[src/rtl/fc_layer_sequencer.sv]
// -----------------------------------------------------------------------------
// fc_layer_sequencer
//   Walks every (output neuron, input) pair of one fully-connected layer in
//   row-major order and presents each pair as a beat to the MAC over a
//   valid/ready handshake. The weight address is built incrementally, so no
//   multiplier is needed. A start/busy/done handshake faces the layer
//   controller.
//
// Ports
//   clk_i, rst_ni      clock (rising edge), synchronous active-low reset
//   start_i            begin a layer (sampled only in IDLE)
//   abort_i            cancel a running layer (no done_o)
//   in_last_i          last input index  (inputs  - 1), latched at start
//   out_last_i         last neuron index (neurons - 1), latched at start
//   weight_base_i      weight address of (neuron 0, input 0), latched at start
//   ready_i            MAC accepts the current beat
//   valid_o            beat valid
//   in_idx_o           current input index
//   out_idx_o          current neuron index
//   weight_addr_o      current weight address
//   first_o            beat is input 0 of a neuron (clear accumulator)
//   last_o             beat is the last input of a neuron (write result)
//   busy_o             high in RUN and DONE
//   done_o             one-cycle pulse after the final beat is accepted
// -----------------------------------------------------------------------------
module fc_layer_sequencer #(
    parameter int InBits   = 10,
    parameter int OutBits  = 8,
    parameter int AddrBits = 17
) (
    input  logic                clk_i,
    input  logic                rst_ni,
    input  logic                start_i,
    input  logic                abort_i,
    input  logic [InBits-1:0]   in_last_i,
    input  logic [OutBits-1:0]  out_last_i,
    input  logic [AddrBits-1:0] weight_base_i,
    input  logic                ready_i,
    output logic                valid_o,
    output logic [InBits-1:0]   in_idx_o,
    output logic [OutBits-1:0]  out_idx_o,
    output logic [AddrBits-1:0] weight_addr_o,
    output logic                first_o,
    output logic                last_o,
    output logic                busy_o,
    output logic                done_o
);

    typedef enum logic [1:0] {
        IDLE = 2'd0,
        RUN  = 2'd1,
        DONE = 2'd2
    } state_e;

    state_e                state_q, state_d;
    logic [InBits-1:0]     in_idx_q, in_idx_d;
    logic [OutBits-1:0]    out_idx_q, out_idx_d;
    logic [AddrBits-1:0]   addr_q, addr_d;
    logic [InBits-1:0]     in_last_q, in_last_d;
    logic [OutBits-1:0]    out_last_q, out_last_d;
    logic                  xfer;

    assign valid_o       = (state_q == RUN);
    assign busy_o        = (state_q != IDLE);
    assign done_o        = (state_q == DONE);
    assign in_idx_o      = in_idx_q;
    assign out_idx_o     = out_idx_q;
    assign weight_addr_o = addr_q;
    assign first_o       = valid_o && (in_idx_q == '0);
    assign last_o        = valid_o && (in_idx_q == in_last_q);
    assign xfer          = valid_o && ready_i;

    always_ff @(posedge clk_i) begin
        if (!rst_ni) begin
            state_q    <= IDLE;
            in_idx_q   <= '0;
            out_idx_q  <= '0;
            addr_q     <= '0;
            in_last_q  <= '0;
            out_last_q <= '0;
        end else begin
            state_q    <= state_d;
            in_idx_q   <= in_idx_d;
            out_idx_q  <= out_idx_d;
            addr_q     <= addr_d;
            in_last_q  <= in_last_d;
            out_last_q <= out_last_d;
        end
    end

    always_comb begin
        state_d    = state_q;
        in_idx_d   = in_idx_q;
        out_idx_d  = out_idx_q;
        addr_d     = addr_q;
        in_last_d  = in_last_q;
        out_last_d = out_last_q;

        case (state_q)
            IDLE: begin
                // abort_i has no meaning here, so start always wins.
                if (start_i) begin
                    state_d    = RUN;
                    in_last_d  = in_last_i;
                    out_last_d = out_last_i;
                    in_idx_d   = '0;
                    out_idx_d  = '0;
                    addr_d     = weight_base_i;
                end
            end
            RUN: begin
                // Abort beats a coincident final-beat transfer: the MAC took
                // the beat, but the layer is not reported as done.
                if (abort_i) begin
                    state_d = IDLE;
                end else if (xfer) begin
                    if (in_idx_q != in_last_q) begin
                        in_idx_d = in_idx_q + InBits'(1);
                        addr_d   = addr_q + AddrBits'(1);
                    end else if (out_idx_q != out_last_q) begin
                        // Row-major weights: next row starts at the next word.
                        in_idx_d  = '0;
                        out_idx_d = out_idx_q + OutBits'(1);
                        addr_d    = addr_q + AddrBits'(1);
                    end else begin
                        state_d = DONE;
                    end
                end
            end
            DONE: state_d = IDLE;
            default: state_d = IDLE;
        endcase
    end

endmodule

[config.mk]
export PLATFORM = sky130hd
export DESIGN_NAME = fc_layer_sequencer
export DESIGN_NICKNAME = d
export VERILOG_FILES = /design/src/rtl/fc_layer_sequencer.sv
export SDC_FILE = /design/constraint.sdc
export NUM_CORES = 1
export LEC_CHECK = 0
export ABC_AREA = 1
export BUFFER_PORTS_ARGS = -buffer_cell sky130_fd_sc_hd__buf_2
export CAP_MARGIN = 10
export CELL_PAD_IN_SITES_DETAIL_PLACEMENT = 1
export CELL_PAD_IN_SITES_GLOBAL_PLACEMENT = 1
export CORE_MARGIN = 4
export CORE_UTILIZATION = 35
export DETAILED_ROUTE_END_ITERATION = 8
export HOLD_SLACK_MARGIN = 0.15
export PLACE_DENSITY_LB_ADDON = 0.1
export SYNTH_ARGS = -nofsm -noshare
export SYNTH_HDL_FRONTEND = slang
export SYNTH_SLANG_ARGS = --single-unit
[constraint.sdc]
create_clock -name clk_i -period 1.9 [get_ports clk_i]
set_input_delay 0.38 -clock clk_i [delete_from_list [all_inputs] [get_ports clk_i]]
set_output_delay 0.38 -clock clk_i [all_outputs]
set_load 0.02 [all_outputs]
==> impl_metrics.py <==
metrics = {
    "global_route": {
        "grt_use_total_pct": 19.7,
        "grt.overflow.total": 0,
        "grt_max_degree": 27,
        "grt_pass1_wl_um": 18300,
        "grt_pass1_vias": 3762,
        "antenna_found_initial": 0,
    },
    "setup_path": {
        "critPathLaunchType": "register",
        "worst-setup-path-type": "reg2out",
        "cp_common_cell": "nor2_4",
        "path_max_fanout": 3,
        "critPathMaxStageDelay_ps": 360,
        "cpMaxStageDelayCell": "dfxtp_2",
        "cp_cell_sequence": "xnor2_2 > nand2_4 > nor2_4 > nand3_4 > nor2_4 > buf_6",
        "critPathArrivalTime_ps": 1510,
        "critPathCaptureType": "output port",
        "crit_required_ps": 1520,
    },
    "timing": {
        "fmax_ghz": 0.530,
        "min_period_ps": 1890,
        "timing.final.max_slew_violations": 0,
        "period_share_pct": 99.4,
        "relSlewSlack_pct": 68.4,
        "final_hold_viol_count": 0,
        "skew_ps": 14.3,
        "fin_ws_ps": 11.4,
        "tightest_slew_ps": 470,
        "grt_setup_unrepaired": "yes",
        "whs_ps": 290,
        "setup_violations": 0,
    },
    "synthesis": {
        "yosysTopAreaCell": "dfxtp_1",
        "syn_inst": 549,
        "yosys-top-cells-count": "nand2_1 (156), nor2_1 (91), dfxtp_1 (55)",
        "synth.top_cell.area_share_pct": 32.2,
        "synth_flop_cell": "dfxtp_1",
        "syn-num-nets": 593,
        "syn_area_um2": 3420,
        "yosys_warnings": 0,
        "synth_edf_count": 0,
        "yosysMostFrequentCell": "nand2_1",
        "yosysSeqAreaShare_pct": 32.2,
        "synthTopCellsByArea": "dfxtp_1 (32%), nand2_1 (17%), nor2_1 (10%), nand3_1 (6.9%), inv_1 (5.7%)",
        "synth_async_sr_flop_share_pct": 0,
        "ys_seq_elements": 55,
        "avgSynthCellArea_um2": 6.22,
        "synth_cell_types": 30,
    },
    "clocking": {
        "clkTransAtPathRegs_ps": 110,
        "htreeDepth": 2,
        "cts_max_path_buffers": 2,
        "cts.sinks": 55,
        "clkLatencyLatePin_ps": 320,
        "cts_tree": "built",
        "cts_buffers": 5,
        "cts_root_buf": "clkbuf_8",
    },
    "power_and_ir_drop": {
        "power.switching_mw": 1.11,
        "switching_share_pct": 35.8,
        "p_total_mw": 3.10,
        "p_clk_share_pct": 25.6,
        "power.density_nw_per_um2": 718,
        "pwr-share-comb_pct": 30.3,
        "irDropWorstVdd_uv": 323,
        "seqPwrFrac_pct": 44.1,
        "p_leak_nw": 2.11,
        "intPower_mw": 1.99,
    },
    "finish": {
        "nets": 687,
        "area_delta_synth_final_pct": 26.5,
        "instances_no_fill": 772,
        "drive_above_1_share_pct": 24.4,
        "antenna_cells": 0,
        "fillers": 1302,
    },
    "placed_design": {
        "numPortBuffers": 79,
        "place_inst": 759,
        "place_ws_ps": 134,
        "place_hpwl_um": 8290,
        "gp_congestion": 0.872,
    },
    "floorplan": {
        "rows": 35,
        "die_h_um": 107,
        "die_area_um2": 11400,
        "die_x_um": 107,
        "num_io_pins": 80,
        "initial_core_util_pct": 36.4,
        "core_um2": 9370,
    },
    "route": {
        "drt-total-wl_um": 11100,
        "drtIter0Drc": 115,
        "remaining_drc_errors": 0,
        "drtAntennaViolNets": 0,
        "routed-via-count": 3738,
        "first_pass_iters": 4,
        "vias_per_cell": 4.84,
        "wl_per_cell_um": 14.4,
    },
    "status": {
        "outcome": "finished clean",
    },
    "flow_run": {
        "maxCapViolations": 0,
    },
    "worst_hold_path": {
        "min_path_type": "in2reg",
    },
}
## worst paths after layout
| kind | start | to | slack [ps] | cells past startpoint |
|---|---|---|---|---|
| setup / recovery | in_idx_o[1] | last_o | 10 | 6 |
| hold / removal | in_last_i[1] | in_last_q[1] | 290 | 3 |
| setup reg to reg | in_idx_o[1] | out_idx_o[1] | 90 | 9 |
| hold reg to reg | out_last_q[0] | out_last_q[0] | 470 | 2 |
## layout by cell type (no fill, tap or decap), types with 2 or more instances in the layout
| cell | n |
|---|---|
| nand2_1 | 152 |
| nor2_1 | 87 |
| buf_2 | 77 |
| inv_1 | 50 |
| nand3_1 | 47 |
| dfxtp_1 | 46 |
| a21oi_1 | 31 |
| buf_4 | 26 |
| o21ai_0 | 23 |
| o21bai_1 | 14 |
| xor2_1 | 10 |
| nand2_2 | 8 |
| xnor2_1 | 7 |
| dfxtp_2 | 6 |
| inv_2 | 5 |
| or2_2 | 5 |
| clkbuf_8 | 5 |
| nor2_4 | 4 |
| nand4_1 | 4 |
| nor3_1 | 4 |
| ha_1 | 4 |
| nand2_4 | 3 |
| nand3b_1 | 3 |
| dfxtp_4 | 3 |
| buf_6 | 3 |
| xnor2_2 | 2 |
| buf_12 | 2 |
## power groups by stage
stage,clock network [mW],logic [mW],registers (mW)
after floorplan,0,0.530,1.44
after global placement,0,0.873,1.38
after detailed placement,0,0.893,1.39
after CTS,0.828,0.908,1.36
after global routing,0.873,1.06,1.39
final,0.794,0.939,1.37
## logic make-up (layout without fill, tap and decap cells)
group | Yosys count | count (layout) | synth area share [%]
AO/OA/AOI/OAI | 70 | 70 | 11.5
XOR/XNOR | 19 | 19 | 4.87
adder cells (fa/ha/maj) | 4 | 4 | 1.47
buffers and inverters | 77 | 171 | 9.63
flip-flops | 55 | 55 | 32.2
multiplexers | 1 | 1 | 0.293
AND/OR/NAND/NOR | 323 | 323 | 40.0
## metal layers
layer,wire length [µm],GRT usage (%)
met1,5130,25.5
met2,5400,34.8
met3,481,3.25
met4,102,3.84
met5,0,0
## what timing repair did
item	in CTS	in global routing
setup buffers	5	2
pin swaps	4	9
setup endpoints to repair	2	28
gates resized for setup	14	22
hold buffers	0	0
gates cloned	0	0
## per-stage QoR
step | instance area, µm² | setup TNS, ps | util [%]
after floorplan | 3420 | 0 | -
after global placement | 4060 | 0 | 43.3
after detailed placement | 4060 | 0 | 43.3
after CTS | 4250 | -126 | 45.3
after global routing | 4320 | -168 | 46.1
final | 4320 | 0 | 46.1
## flip-flops by register name, indices dropped and copies added (netlist names)
register       flops
in_idx_o          10
in_last_q         10
out_idx_o          8
out_last_q         8
state_q            2
weight_addr_o     17
## layout make-up
type                    count  area, µm²  area share (%)
flip-flops and latches     55       1120            25.9
multi-input cells         417       2070            47.9
inverters                  56        213            4.92
clock inverters             1       30.0           0.695
repair buffers            108        654            15.1
well taps                 129        161            3.74
clock buffers               6       72.6            1.68
## critical path: cells and delay by family (launching register included)
family	cells	cell delay, ps
buffers and inverters	1	140
XOR/XNOR	1	220
flip-flops	1	360
AND/OR/NAND/NOR	4	470
No activity file was read; power rests on OpenSTA's default activity.
